$ cat config.mk
export PLATFORM = sky130hd
export DESIGN_NAME = mem_access_ctrl
export DESIGN_NICKNAME = d
export VERILOG_FILES = /design/src/rtl/mem_ctrl_pkg.sv /design/src/rtl/mem_lane.sv /design/src/rtl/mem_access_ctrl.sv
export SDC_FILE = /design/constraint.sdc
export NUM_CORES = 1
export LEC_CHECK = 0
export BUFFER_PORTS_ARGS = -buffer_cell sky130_fd_sc_hd__buf_2
export CORE_ASPECT_RATIO = 0.8
export CORE_UTILIZATION = 35
export DETAILED_ROUTE_END_ITERATION = 6
export SLEW_MARGIN = 20
export SYNTH_ARGS = -nofsm -noshare
export SYNTH_HDL_FRONTEND = slang
export SYNTH_SLANG_ARGS = --single-unit
$ cat constraint.sdc
create_clock -name clk -period 5.7 [get_ports clk]
set_input_delay 1.425 -clock clk [delete_from_list [all_inputs] [get_ports clk]]
set_output_delay 1.425 -clock clk [all_outputs]
set_load 0.01 [all_outputs]
$ cat src/rtl/mem_ctrl_pkg.sv
// Shared definitions for the load/store memory access controller:
// RV32I funct3 encodings and the controller FSM state type.
package mem_ctrl_pkg;

    localparam logic [2:0] F3_LB  = 3'b000;
    localparam logic [2:0] F3_LH  = 3'b001;
    localparam logic [2:0] F3_LW  = 3'b010;
    localparam logic [2:0] F3_LBU = 3'b100;
    localparam logic [2:0] F3_LHU = 3'b101;

    localparam logic [2:0] F3_SB  = 3'b000;
    localparam logic [2:0] F3_SH  = 3'b001;
    localparam logic [2:0] F3_SW  = 3'b010;

    typedef enum logic [1:0] {
        IDLE   = 2'd0,
        ACCESS = 2'd1,
        RESP   = 2'd2
    } state_e;

endpackage

$ cat src/rtl/mem_lane.sv
// Byte-lane alignment: enables, store replication, load extraction,
// extension and legality/alignment decode for one access.
module mem_lane (
    input  logic [2:0]  funct3_i,
    input  logic        we_i,
    input  logic [1:0]  off_i,
    input  logic [31:0] wdata_i,
    input  logic [31:0] rdata_i,
    output logic [3:0]  be_o,
    output logic [31:0] wdata_o,
    output logic [31:0] rdata_o,
    output logic        misaligned_o,
    output logic        illegal_o
);
    import mem_ctrl_pkg::*;

    logic [31:0] shifted;

    assign shifted = rdata_i >> {off_i, 3'b000};

    // Access size is carried in funct3[1:0] for loads and stores alike.
    always_comb begin
        be_o         = 4'b0000;
        wdata_o      = wdata_i;
        misaligned_o = 1'b0;
        case (funct3_i[1:0])
            2'b00: begin
                be_o    = 4'b0001 << off_i;
                wdata_o = {4{wdata_i[7:0]}};
            end
            2'b01: begin
                be_o         = 4'b0011 << off_i;
                wdata_o      = {2{wdata_i[15:0]}};
                misaligned_o = off_i[0];
            end
            2'b10: begin
                be_o         = 4'b1111;
                misaligned_o = (off_i != 2'b00);
            end
            default: be_o = 4'b0000;
        endcase
    end

    always_comb begin
        illegal_o = 1'b0;
        if (we_i) begin
            illegal_o = !(funct3_i inside {F3_SB, F3_SH, F3_SW});
        end else begin
            illegal_o = (funct3_i inside {3'b011, 3'b110, 3'b111});
        end
    end

    always_comb begin
        rdata_o = 32'h0;
        case (funct3_i)
            F3_LB:   rdata_o = {{24{shifted[7]}}, shifted[7:0]};
            F3_LH:   rdata_o = {{16{shifted[15]}}, shifted[15:0]};
            F3_LW:   rdata_o = shifted;
            F3_LBU:  rdata_o = {24'h0, shifted[7:0]};
            F3_LHU:  rdata_o = {16'h0, shifted[15:0]};
            default: rdata_o = 32'h0;
        endcase
    end

endmodule

$ cat src/rtl/mem_access_ctrl.sv
// Single-outstanding load/store controller between the core LSU and a
// word-addressed memory port with ack handshake and timeout.
module mem_access_ctrl #(
    parameter int unsigned TIMEOUT = 255
) (
    input  logic        clk,
    input  logic        rst_n,
    input  logic        req_valid,
    output logic        req_ready,
    input  logic        req_we,
    input  logic [2:0]  req_funct3,
    input  logic [31:0] req_addr,
    input  logic [31:0] req_wdata,
    output logic        resp_valid,
    output logic [31:0] resp_rdata,
    output logic        resp_err,
    output logic        mem_req,
    output logic        mem_we,
    output logic [31:0] mem_addr,
    output logic [3:0]  mem_be,
    output logic [31:0] mem_wdata,
    input  logic        mem_ack,
    input  logic [31:0] mem_rdata
);
    import mem_ctrl_pkg::*;

    localparam int CW = $clog2(TIMEOUT + 1);

    state_e      state_q;
    logic [CW-1:0] cnt_q;
    logic        we_q;
    logic [2:0]  f3_q;
    logic [1:0]  off_q;

    logic        mem_req_q;
    logic        mem_we_q;
    logic [31:0] mem_addr_q;
    logic [3:0]  mem_be_q;
    logic [31:0] mem_wdata_q;
    logic        resp_valid_q;
    logic        resp_err_q;
    logic [31:0] resp_rdata_q;

    logic        idle;
    logic [2:0]  lane_f3;
    logic        lane_we;
    logic [1:0]  lane_off;
    logic [3:0]  lane_be;
    logic [31:0] lane_wdata;
    logic [31:0] lane_rdata;
    logic        lane_mis;
    logic        lane_ill;
    logic        tmo_hit;

    // The lane decodes the incoming request in IDLE and the held one after.
    assign idle     = (state_q == IDLE);
    assign lane_f3  = idle ? req_funct3  : f3_q;
    assign lane_we  = idle ? req_we      : we_q;
    assign lane_off = idle ? req_addr[1:0] : off_q;
    assign tmo_hit  = (cnt_q == CW'(TIMEOUT - 1));

    mem_lane u_lane (
        .funct3_i     (lane_f3),
        .we_i         (lane_we),
        .off_i        (lane_off),
        .wdata_i      (req_wdata),
        .rdata_i      (mem_rdata),
        .be_o         (lane_be),
        .wdata_o      (lane_wdata),
        .rdata_o      (lane_rdata),
        .misaligned_o (lane_mis),
        .illegal_o    (lane_ill)
    );

    always_ff @(posedge clk or negedge rst_n) begin
        if (!rst_n) begin
            state_q      <= IDLE;
            cnt_q        <= '0;
            we_q         <= 1'b0;
            f3_q         <= 3'b000;
            off_q        <= 2'b00;
            mem_req_q    <= 1'b0;
            mem_we_q     <= 1'b0;
            mem_addr_q   <= 32'h0;
            mem_be_q     <= 4'b0000;
            mem_wdata_q  <= 32'h0;
            resp_valid_q <= 1'b0;
            resp_err_q   <= 1'b0;
            resp_rdata_q <= 32'h0;
        end else begin
            resp_valid_q <= 1'b0;
            case (state_q)
                IDLE: begin
                    if (req_valid) begin
                        we_q        <= req_we;
                        f3_q        <= req_funct3;
                        off_q       <= req_addr[1:0];
                        mem_addr_q  <= {req_addr[31:2], 2'b00};
                        mem_wdata_q <= lane_wdata;
                        if (lane_mis || lane_ill) begin
                            state_q      <= RESP;
                            resp_valid_q <= 1'b1;
                            resp_err_q   <= 1'b1;
                            resp_rdata_q <= 32'h0;
                        end else begin
                            state_q   <= ACCESS;
                            cnt_q     <= '0;
                            mem_req_q <= 1'b1;
                            mem_we_q  <= req_we;
                            mem_be_q  <= lane_be;
                        end
                    end
                end
                ACCESS: begin
                    if (mem_ack || tmo_hit) begin
                        state_q      <= RESP;
                        mem_req_q    <= 1'b0;
                        mem_we_q     <= 1'b0;
                        mem_be_q     <= 4'b0000;
                        resp_valid_q <= 1'b1;
                        resp_err_q   <= !mem_ack;
                        resp_rdata_q <= (mem_ack && !we_q) ? lane_rdata : 32'h0;
                    end
                    if (!mem_ack) begin
                        cnt_q <= cnt_q + CW'(1);
                    end
                end
                RESP: begin
                    state_q    <= IDLE;
                    resp_err_q <= 1'b0;
                end
                default: state_q <= IDLE;
            endcase
        end
    end

    assign req_ready  = idle;
    assign mem_req    = mem_req_q;
    assign mem_we     = mem_we_q;
    assign mem_addr   = mem_addr_q;
    assign mem_be     = mem_be_q;
    assign mem_wdata  = mem_wdata_q;
    assign resp_valid = resp_valid_q;
    assign resp_err   = resp_err_q;
    assign resp_rdata = resp_rdata_q;

endmodule

Yosys cells after proc, flatten, opt, wreduce, memory -nomap -nowiden
Cells that the tools add are included.
{ "classes": {"addsub": 1, "multipliers": 0, "n_div": 0, "order_cmp": 0, "n_eq_ne": 17, "n_shift": 3, "mux": 40, "n_bitwise": 0, "n_reduce_logical": 20} }
{ "ops": {"columns": ["operator", "count"], "rows": [
  ["32-bit one-hot mux with 5 select lines", 1],
  ["32-bit two-way mux", 4],
  ["32-bit one-hot mux with 2 select lines", 2],
  ["32-bit by 5-bit right shift with 32-bit output", 1],
  ["8-bit two-way mux", 3],
  ["8-bit one-hot mux with 2 select lines", 1],
  ["4-bit AND reduction", 4],
  ["1-bit two-way mux", 13],
  ["3-bit equality test (second input constant)", 4],
  ["4-bit two-way mux", 3],
  ["4-bit one-hot mux with 3 select lines", 1],
  ["3-bit nonzero test", 3],
  ["8-bit by 1-bit adder with 8-bit output (second input constant)", 1],
  ["8-bit equality test (second input constant)", 1],
  ["2-bit two-way mux", 4],
  ["2-bit != test (second input constant)", 4],
  ["1-bit one-hot mux with 2 select lines", 4],
  ["4-bit one-hot mux with 2 select lines", 1],
  ["3-bit by 2-bit equality test with 1-bit output (second input constant)", 2],
  ["2-bit by 1-bit equality test with 1-bit output (second input constant)", 2],
  ["2-bit equality test (second input constant)", 2],
  ["2-bit logical NOT", 2],
  ["2-bit one-hot mux with 2 select lines", 1],
  ["2-bit AND reduction", 2],
  ["other kinds (11)", 15]
]} }
{ "totals": {"register_bits": 118, "latchBits": 0, "ram_bits": 0, "rom_bits": 0, "input_bits": 104, "output_inout_bits": 105, "word_cells": 94, "mem_count": 0} }

Longest topological paths before layout
Gate-level depths: netlist of run 1.
{ "depth": {"depth_word": 10, "depth_mapped": 14, "ltp_nobuf": 11} }

Cells and area by module
A second synthesis of run 1 with hierarchy kept.
{ "hier_totals": {"hier_cells": 749, "area_unflattened_um2": 6526.3} }
{ "by_module_without_submodules": {"columns": ["module", "n_inst", "cells_per_inst", "area_each_um2", "seq_area_each_um2"], "rows": [
  ["mem_access_ctrl", 1, 557, 5132.4, 2952.8],
  ["mem_lane", 1, 192, 1393.8, 0.0]
]} }

Worst setup path before layout of run 1
OpenSTA, ideal clock, no wires.
{ "synth_timing": {"kind": "input port to flip-flop", "from": "input req_funct3[1]", "to": "register resp_rdata_q[12] (netlist: resp_rdata[12])", "setup_time_ns": 0.121, "arrival_time_ns": 3.426, "required_time_ns": 5.579, "path_slack_ns": 2.153, "stages": 11, "n_path_buf": 2, "cell_sequence": "mux2i_1 > inv_1 > ha_1 > or3_1 > nand3_1 > a32oi_2 > nand2b_1 > o311a_1 > buf_4 > buf_6 > a22o_1"} }
{ "synth_between": {"elab_chain_cells": 8, "elab_cells_between_ends": 23, "classes_between": "10 x eq/ne; 7 x mux; 6 x reduce/logical"} }
{ "synth_lines": {"columns": ["item", "line", "text"], "rows": [
  ["start: declaration", "mem_access_ctrl.sv:11", "input logic [2:0] req_funct3,"],
  ["3-bit two-way mux (*)", "mem_access_ctrl.sv:57", "assign lane_f3 = idle ? req_funct3 : f3_q;"],
  ["3-bit by 1-bit equality test with 1-bit output (tied with other cells)", "mem_lane.sv:47, mem_lane.sv:55", null],
  ["3-bit nonzero test", "mem_lane.sv:47", "illegal_o = !(funct3_i inside {F3_SB, F3_SH, F3_SW});"],
  ["1-bit logical NOT", "mem_lane.sv:47", null],
  ["1-bit two-way mux", "mem_lane.sv:46", "if (we_i) begin"],
  ["1-bit logical OR", "mem_access_ctrl.sv:100", "if (lane_mis || lane_ill) begin"],
  ["2-bit by 1-bit != test with 1-bit output (no line)", null, null],
  ["4-bit AND reduction (no line)", null, null],
  ["end signal: assignment", "mem_access_ctrl.sv:122", "resp_rdata_q <= (mem_ack && !we_q) ? lane_rdata : 32'h0;"],
  ["end: declaration", "mem_access_ctrl.sv:42", "logic [31:0] resp_rdata_q;"]
]} }
Every way passes the cells marked *; elsewhere a longest branch is shown, timed or not. The select of a mux whose other input is x is not followed.
A chain may end at the register's enable or synchronous reset.

Worst setup path in the final report of run 1
{ "layout_timing": {"from": "register state_q[0]", "to": "register resp_rdata_q[7] (netlist: resp_rdata[7])"} }
{ "layout_between": {"elab_chain_cells": 9, "elab_cells_between_ends": 32, "classes_between": "13 x eq/ne; 1 x shift; 9 x mux; 9 x reduce/logical"} }
{ "layout_lines": {"columns": ["item", "line", "text"], "rows": [
  ["start: declaration", "mem_access_ctrl.sv:29", "state_e state_q;"],
  ["start signal: assignment", "mem_access_ctrl.sv:77", "state_q <= IDLE;"],
  ["start signal: assignment", "mem_access_ctrl.sv:101", "state_q <= RESP;"],
  ["start signal: assignment", "mem_access_ctrl.sv:106", "state_q <= ACCESS;"],
  ["branches (longest 9 deep; another with 32-bit by 5-bit right shift with 32-bit output)", null, null]
]} }
Several ways; the timed one is not identified. The select of a mux whose other input is x is not followed.

==> results of run 1 <==
-- cells in the final DEF, fill, tap and decap left out, types with 5 or more instances in the layout --
cell type / instances
a21oi_1: 6
a221oi_1: 9
a22o_1: 34
a22oi_1: 15
a31oi_1: 9
buf_2: 205
buf_4: 11
clkbuf_16: 17
dfrtp_1: 118
ha_1: 8
inv_1: 10
mux2_2: 16
mux2i_1: 17
nand2_1: 173
nand2b_1: 5
nand3_1: 29
nor2_1: 41
o21ai_0: 29
xnor2_1: 5
-- sequential cells by signal, indices dropped and copies added (netlist names) --
signal,cells
mem_wdata,32
resp_rdata,32
mem_addr,30
cnt_q,8
mem_be,4
f3_q,3
off_q,2
state_q,2
mem_req,1
mem_we,1
resp_err,1
resp_valid,1
we_q,1
-- layer usage --
layer | global-route usage (%) | vias to the layer above | part of all wire [%]
li1 | - | 2549 | -
met1 | 29.5 | 2488 | 48
met2 | 29.1 | 194 | 43
met4 | 7.15 | 0 | 2.0
met5 | 0 | - | 0
met3 | 6.05 | 28 | 6.9
-- cell type report --
class | count | area share [%]
inverter | 11 | 0.538
multi-input combinational | 454 | 34.7
timing repair buffer | 216 | 14.4
tap | 215 | 3.51
clock inverter | 13 | 2.54
clock buffer | 19 | 5.77
sequential | 118 | 38.5
-- worst register-to-register path: stages, from the launching register on --
cell and delay (ps):
dfrtp_1 560, or2_4 370, inv_2 200, mux2i_1 550
ha_1 710, or3_1 240, nand3_1 100, a32oi_2 230
nand2b_1 140, o311a_1 160, buf_4 350, a22o_1 220
-- cells by family after synthesis --
| kind of cell | count (synthesis) | share of synthesized area, % |
|---|---|---|
| and+or+nand+nor | 273 | 19.5 |
| AOI/OAI and AO/OA | 131 | 16.6 |
| DFF | 118 | 50.2 |
| buffers and inverters | 53 | 4.73 |
| muxes | 34 | 6.22 |
| adders and majority gates | 8 | 1.70 |
| xor gates and xnor gates | 6 | 0.894 |
| other | 1 | 0.0638 |
-- power by group --
group / switching (µW) / leakage, µW / total (µW) / internal, µW
combinational: 1330 / 0.00226 / 2180 / 850
clock: 416 / 0.000313 / 1170 / 751
sequential: 228 / 0.00149 / 1430 / 1200
total: 1980 / 0.00406 / 4780 / 2800
-- per-stage QoR --
step	instances	power [µW]	hold slack [ps]
finish	1046	4780	466
floorplan	625	2870	439
detailed placement	1014	3610	458
global route	1046	5110	492
CTS	1046	4790	472
global placement	1014	3600	454
-- how the worst max path moves through the flow --
stage                endpoint  slack, ps  cells after the start
2_1_floorplan  resp_rdata[12]       2150                     11
3_3_place_gp    resp_rdata[4]       1660                     10
3_5_place_dp   resp_rdata[21]       1560                     10
4_1_cts         resp_rdata[3]       1890                     11
5_1_grt         resp_rdata[7]       1500                     11
6_report        resp_rdata[7]       1810                     11
-- cell usage after synthesis, types with 8 or more instances --
cell      count
a31oi_1       9
buf_2         8
inv_1        10
a221oi_1      9
ha_1          8
a22o_1       34
mux2i_1      17
nand3_1      29
nand2_1     174
clkbuf_1     19
dfrtp_1     118
o21ai_0      29
a22oi_1      15
mux2_2       16
nor2_1       42
==> impl_metrics.json, run 1 <==
{
  "status": "finished clean",
  "ir_worst_vdd_v": 0.000280,
  "dpl_cell_area_um2": 7040,
  "synth_top_flop_cell": "dfrtp_1",
  "powerDensity_nw_per_um2": 622,
  "min_period_ps": 3890,
  "cts_resized": 0,
  "grt_max_degree": 69,
  "drt_first_pass_iters": 5,
  "cts_root_buffer": "clkbuf_16",
  "worstHoldEndpoint": "mem_addr[13]",
  "arrival_ps": 4230,
  "cts-htree-levels": 4,
  "finClkSkew_ps": 6.51,
  "syn_to_final_growth_pct": 30.6,
  "viasPerCell": 5.03,
  "dieArea_um2": 17300,
  "synth.top_cell.area_share_pct": 50.2,
  "fp-row-count": 41,
  "worstHoldPathCells": 2,
  "max-slew-margin-rel_pct": 34.9,
  "layout_setup_ws_ps": 1810,
  "synth_edf_count": 0,
  "hp-start": "mem_addr[13]",
  "fin_crit_sh_pct": 68.2,
  "slew_violations": 0,
  "drc_errors": 0,
  "grt_first_pass_wirelength_um": 27600,
  "final_cell_area_um2": 7670,
  "multi_input_area_um2": 2670,
  "grt_antenna_before_repair": 0,
  "crit_slowest_cell": "ha_1",
  "min_path_type": "register to register",
  "pin_count": 209,
  "ff2ff_path_depth": 11,
  "ff_latch_area_um2": 2950,
  "gp_congestion": 0.879,
  "clkTransAtPathRegs_ps": 60,
  "cp.required_ps": 6050,
  "dpl.hpwl_um": 12100,
  "regToRegEndpoint": "resp_rdata[7]",
  "critPathKind": "register to register",
  "cp.buffers_inverters": 2,
  "seq_area_frac_synth_pct": 50.2,
  "drt-initial-drc-count": 303,
  "ys_ff_latch": 118,
  "start_util_pct": 36.5,
  "post_cts_buffers": 0,
  "ys_async_sr_fraction_pct": 100,
  "synth.distinct_cells": 56,
  "finalHoldViolCount": 0,
  "fin_setup_tns_ps": 0,
  "ant_nets": 0,
  "cts_hold_buf": 0,
  "avgRoutedWirePerCell_um": 16.5,
  "die_w_um": 147,
  "fillers": 1597,
  "slowest_delay_ps": 710,
  "clock_latency_ps": 420,
  "cts_tree": "done",
  "ff2ff_setup_slack_ps": 1810,
  "gr-usage-all-layers_pct": 20.5,
  "startpoint_type": "register",
  "first_global_vias": 5170,
  "timing.fmax_ghz": 0.257,
  "worstSetupEndpointType": "register",
  "wirelength_um": 17300,
  "syn_inst": 624,
  "drive_above_1_share_pct": 33.3,
  "worstMarginPinSlew_ps": 976,
  "synth_area_leaders": "dfrtp_1, nand2_1, a22o_1, mux2_2, mux2i_1",
  "setup_violations": 0,
  "leakage_uw": 0.00406,
  "place_ws_ps": 1560,
  "nets": 930,
  "dr_total_vias": 5259,
  "gr-total-overflow": 0,
  "cts.sink_count": 118,
  "cts_buffer_depth": 2,
  "synth_area_um2": 5880,
  "drv_cap": 0,
  "rr_startpoint": "state_q[0]",
  "avgSynthCellArea_um2": 9.42,
  "numCtsBuffers": 17,
  "grt_setup_unrepaired": "no",
  "crit_start": "state_q[0]",
  "diodes": 0,
  "io_buffer_count": 206,
  "critical-path-top-delay-family": "simple AND/OR/NAND/NOR gates",
  "core_area_um2": 16100,
  "synth_largest_area_cell": "dfrtp_1",
  "die_h_um": 118,
  "cp_max_fo": 34,
  "yosysWarnings": 0,
  "fin_util_pct": 47.6,
  "path_cells": "or2_4 > inv_2 > mux2i_1 > ha_1 > or3_1 > nand3_1 > a32oi_2 > nand2b_1 > o311a_1 > buf_4 > a22o_1"
}
Power figures use the tool's default switching activity.
==> run 2: changes to the inputs <==
==> constraint.sdc (replaced) <==
create_clock -name clk -period 3.5 [get_ports clk]
set_input_delay 0.875 -clock clk [delete_from_list [all_inputs] [get_ports clk]]
set_output_delay 0.875 -clock clk [all_outputs]
set_load 0.01 [all_outputs]
==> run 2 against run 1 <==
  * First-iteration DRC count rose by 23%
  * Power rose by 56%
  * Wire length down 1.9%
  * Final cell count increased by 0.38%
  * Clock-buffer cell count grew 4
  * Sequential power rose by 60%
  * Combinational power up 67%
  * Via count fell by 1.4%
  * Die area stayed put
==> impl_metrics.json, run 2 (synthesis results as in run 1) <==
{
  "worstHoldPathCells": 2,
  "first_global_vias": 5112,
  "critPathKind": "register to register",
  "finalHoldViolCount": 0,
  "cts-htree-levels": 4,
  "drc_errors": 0,
  "grt_first_pass_wirelength_um": 27400,
  "max-slew-margin-rel_pct": 56.4,
  "arrival_ps": 3430,
  "final_cell_area_um2": 7640,
  "startpoint_type": "register",
  "leakage_uw": 0.00405,
  "most-common-layout-cells": "buf_2, nand2_1, dfrtp_1, nor2_1, a22o_1",
  "finClkSkew_ps": 9.72,
  "die_h_um": 118,
  "numCtsBuffers": 17,
  "drt_first_pass_iters": 4,
  "grt_antenna_before_repair": 0,
  "cts_buffer_depth": 2,
  "drt-initial-drc-count": 374,
  "powerDensity_nw_per_um2": 978,
  "avgRoutedWirePerCell_um": 16.2,
  "final_common_cell": "buf_2",
  "grt_max_degree": 60,
  "fin_crit_sh_pct": 89.9,
  "post_cts_buffers": 0,
  "ff2ff_path_depth": 9,
  "status": "finished clean",
  "nets": 935,
  "viasPerCell": 4.94,
  "dpl_cell_area_um2": 7110,
  "wirelength_um": 17000,
  "worstHoldEndpoint": "mem_addr[15]",
  "cts_tree": "done",
  "grt_setup_unrepaired": "no",
  "gr-total-overflow": 0,
  "regToRegEndpoint": "mem_be[3]",
  "gr-usage-all-layers_pct": 20.4,
  "cp.required_ps": 3790,
  "pin_count": 209,
  "drive_above_1_share_pct": 33.4,
  "ff2ff_setup_slack_ps": 350,
  "min_period_ps": 3150,
  "ant_nets": 0,
  "dr_total_vias": 5184,
  "core_area_um2": 16100,
  "fp-row-count": 41,
  "worstSetupEndpointType": "register",
  "timing.fmax_ghz": 0.318,
  "gp_congestion": 0.912,
  "die_w_um": 147,
  "cts_resized": 0,
  "worstMarginPinSlew_ps": 655,
  "hp-start": "mem_addr[15]",
  "min_path_type": "register to register",
  "cp_max_fo": 11,
  "slew_violations": 0,
  "cts_root_buffer": "clkbuf_16",
  "dpl.hpwl_um": 12200,
  "dieArea_um2": 17300,
  "ir_worst_vdd_v": 0.000485,
  "fin_setup_tns_ps": 0,
  "cts.sink_count": 118,
  "cts_hold_buf": 0,
  "fillers": 1612,
  "diodes": 0,
  "start_util_pct": 36.5,
  "io_buffer_count": 206,
  "drv_cap": 0,
  "clock_latency_ps": 410,
  "clkTransAtPathRegs_ps": 50,
  "rr_startpoint": "state_q[0]",
  "syn_to_final_growth_pct": 30.0,
  "setup_violations": 0
}
run 2: worst max-delay path: stages (launching register included):
cell     delay (ps)
dfrtp_1         390
or2_4           280
inv_2           190
mux2_2          420
ha_1            310
or3_1           420
a221o_1         380
nand2_1          70
a21o_1          210
mux2_2          360
run 2: final cells by class:
cell class              count  area, µm²  area share (%)
repair buffers            221       1180            15.5
inverters                  11       41.3           0.540
multi-input cells         454       2670            34.9
clock inverters             8       51.3           0.671
clock buffers              23        478            6.26
well taps                 215        269            3.52
flip-flops and latches    118       2950            38.6
run 2: metrics by stage:
stage | worst slack, ps | hold slack [ps] | cells | power (µW) | utilization, %
floorplan | 455 | 439 | 625 | 4680 | -
global placement | 414 | 456 | 1019 | 5910 | 44.2
detailed placement | 355 | 457 | 1019 | 5910 | 44.2
CTS | 373 | 470 | 1050 | 7500 | 47.4
global route | 206 | 493 | 1050 | 8030 | 47.4
finish | 355 | 465 | 1050 | 7470 | 47.4
run 2: worst max path at each step:
stage,start,end,cells after the start
after global routing,state_q[0],resp_rdata[6],11
after global placement,req_funct3[0],resp_rdata[4],10
final,state_q[0],mem_be[3],9
after CTS,state_q[0],resp_rdata[29],11
after floorplan,state_q[0],resp_rdata[12],14
after detailed placement,req_funct3[0],resp_rdata[28],10
run 2: metal layers:
metal	GRT usage, %	routed length [µm]	up-vias
met5	0	0	-
met4	6.64	298	0
met3	6.28	1120	21
met2	29.3	7270	151
met1	28.9	8290	2452
li1	-	-	2560
run 2: power by group:
group	internal, µW	switching [µW]	total (µW)
Sequential	1950	333	2290
Combinational	1430	2210	3640
Clock	950	596	1550
Total	4330	3140	7470
==> run 3: changes to the inputs <==
--- a/config.mk
+++ b/config.mk
@@ -9,6 +9,7 @@
 export CORE_ASPECT_RATIO = 0.8
 export CORE_UTILIZATION = 35
 export DETAILED_ROUTE_END_ITERATION = 6
+export PLACE_DENSITY = 0.61
 export SLEW_MARGIN = 20
 export SYNTH_ARGS = -nofsm -noshare
 export SYNTH_HDL_FRONTEND = slang
==> run 3 against run 2 <==
  * Combinational power about the same
  * Largest cell class unchanged
  * Core utilization increased by 0.22 points
  * Sequential cell count stayed put
  * Largest power group unchanged
==> impl_metrics.json, run 3 (synthesis results as in run 1) <==
{
  "cts.sink_count": 118,
  "worstMarginPinSlew_ps": 678,
  "slowest_delay_ps": 430,
  "die_h_um": 118,
  "dr_total_vias": 5191,
  "io_buffer_count": 206,
  "grt_first_pass_wirelength_um": 26500,
  "nets": 937,
  "grt_setup_unrepaired": "no",
  "post_cts_buffers": 0,
  "finalHoldViolCount": 0,
  "clkTransAtPathRegs_ps": 60,
  "path_cells": "or2_4 > inv_2 > mux2_2 > ha_1 > and2_1 > a211o_1 > a32oi_2 > nand2b_1 > o311a_1 > buf_12 > a22o_1",
  "critPathKind": "register to register",
  "die_w_um": 147,
  "seq_power_share_pct": 30.1,
  "max-slew-margin-rel_pct": 54.8,
  "fillers": 1581,
  "viasPerCell": 4.93,
  "crit_slowest_cell": "mux2_2",
  "drt-initial-drc-count": 378,
  "fp-row-count": 41,
  "grt_max_degree": 60,
  "gr-usage-all-layers_pct": 19.8,
  "first_global_vias": 4773,
  "switching_share_pct": 42.8,
  "min_path_type": "register to register",
  "grt_antenna_before_repair": 1,
  "ant_nets": 0,
  "cts_resized": 0,
  "cts_root_buffer": "clkbuf_16",
  "avgRoutedWirePerCell_um": 15.9,
  "clock_latency_ps": 410,
  "cp.required_ps": 3850,
  "fin_crit_sh_pct": 89.4,
  "drive_above_1_share_pct": 34.0,
  "finClkSkew_ps": 10.2,
  "syn_to_final_growth_pct": 30.6,
  "gr-total-overflow": 0,
  "total_power_uw": 7590,
  "final_common_cell": "buf_2",
  "setup_violations": 0,
  "worstSetupEndpointType": "register",
  "wirelength_um": 16800,
  "gp_congestion": 0.903,
  "drc_errors": 0,
  "fin_setup_tns_ps": 0,
  "start_util_pct": 36.5,
  "leakage_uw": 0.00406,
  "dieArea_um2": 17300,
  "slew_violations": 0,
  "p_int_uw": 4340,
  "drv_cap": 0,
  "cp_max_fo": 34,
  "dpl.hpwl_um": 12000,
  "cts_tree": "done",
  "power_switching_uw": 3250,
  "pin_count": 209,
  "ir_worst_vdd_v": 0.000374,
  "cts-htree-levels": 4,
  "powerDensity_nw_per_um2": 989,
  "cts_buffer_depth": 2,
  "arrival_ps": 3480,
  "drt_first_pass_iters": 4,
  "numCtsBuffers": 17,
  "core_area_um2": 16100,
  "cts_hold_buf": 0,
  "most-common-layout-cells": "buf_2, nand2_1, dfrtp_1, nor2_1, a22o_1",
  "status": "finished clean",
  "startpoint_type": "register",
  "p_comb_share_pct": 48.2,
  "clockPowerShare_pct": 21.7,
  "timing.fmax_ghz": 0.320,
  "min_period_ps": 3130
}
run 3: cell count changes in the layout (fill, tap and decap cells not counted), sizes merged:
cell	change
clkinvlp	+1
inv	+11
clkinv	-5
diode	+1
buf	+2
clkbuf	-6
run 3: critical path: cells and delay by family, from the launching register on:
family	cells	cell delay [ps]
fa+ha+maj	1	300
compound gates	4	950
mux	1	430
flops	1	370
simple gates	3	620
buf+inv	2	400
run 3: path summary, 6_finish.rpt:
| path | startpoint | to | slack, ps | depth (start not counted) |
|---|---|---|---|---|
| setup / recovery | state_q[0] | resp_rdata[7] | 370 | 11 |
| hold / removal | f3_q[1] | f3_q[1] | 470 | 2 |
| setup reg to reg | state_q[0] | resp_rdata[7] | 370 | 11 |
| hold reg to reg | f3_q[1] | f3_q[1] | 470 | 2 |
| max in group asynchronous | rst_n | resp_rdata[6] | 2250 | 2 |
| min in group asynchronous | rst_n | mem_addr[26] | 490 | 1 |
run 3: layer usage:
| metal | up-vias | GRT usage [%] | share of wire [%] |
|---|---|---|---|
| met5 | - | 0 | 0 |
| met3 | 14 | 6.40 | 7.0 |
| met1 | 2449 | 28.6 | 49 |
| met4 | 0 | 5.99 | 1.0 |
| li1 | 2570 | - | - |
| met2 | 158 | 27.7 | 43 |
run 3: through the flow:
step                hold slack [ps]  instance area [µm²]  setup WS (ps)  utilization [%]  instances
global route                    487                 7680            237             47.7       1054
floorplan                       439                 5880            455                -        625
detailed placement              457                 7110            381             44.2       1021
CTS                             475                 7670            390             47.6       1053
global placement                455                 7110            400             44.2       1021
finish                          470                 7680            370             47.7       1054
run 3: power groups by stage:
stage	Clock, µW	Sequential, µW	Combinational (µW)
2_1_floorplan	0	2530	2150
4_1_cts	1690	2290	3660
3_3_place_gp	0	2300	3630
6_report	1650	2290	3660
3_5_place_dp	0	2290	3650
5_1_grt	1760	2370	4030
run 3: cell type report:
cell class / count / area [µm²] / area share, %
Inverter: 11 / 41.3 / 0.538
Multi-Input combinational cell: 454 / 2670 / 34.7
Timing Repair Buffer: 223 / 1190 / 15.5
Tap cell: 215 / 269 / 3.50
Clock inverter: 15 / 134 / 1.74
Antenna cell: 1 / 2.50 / 0.0326
Sequential cell: 118 / 2950 / 38.5
Clock buffer: 17 / 425 / 5.54
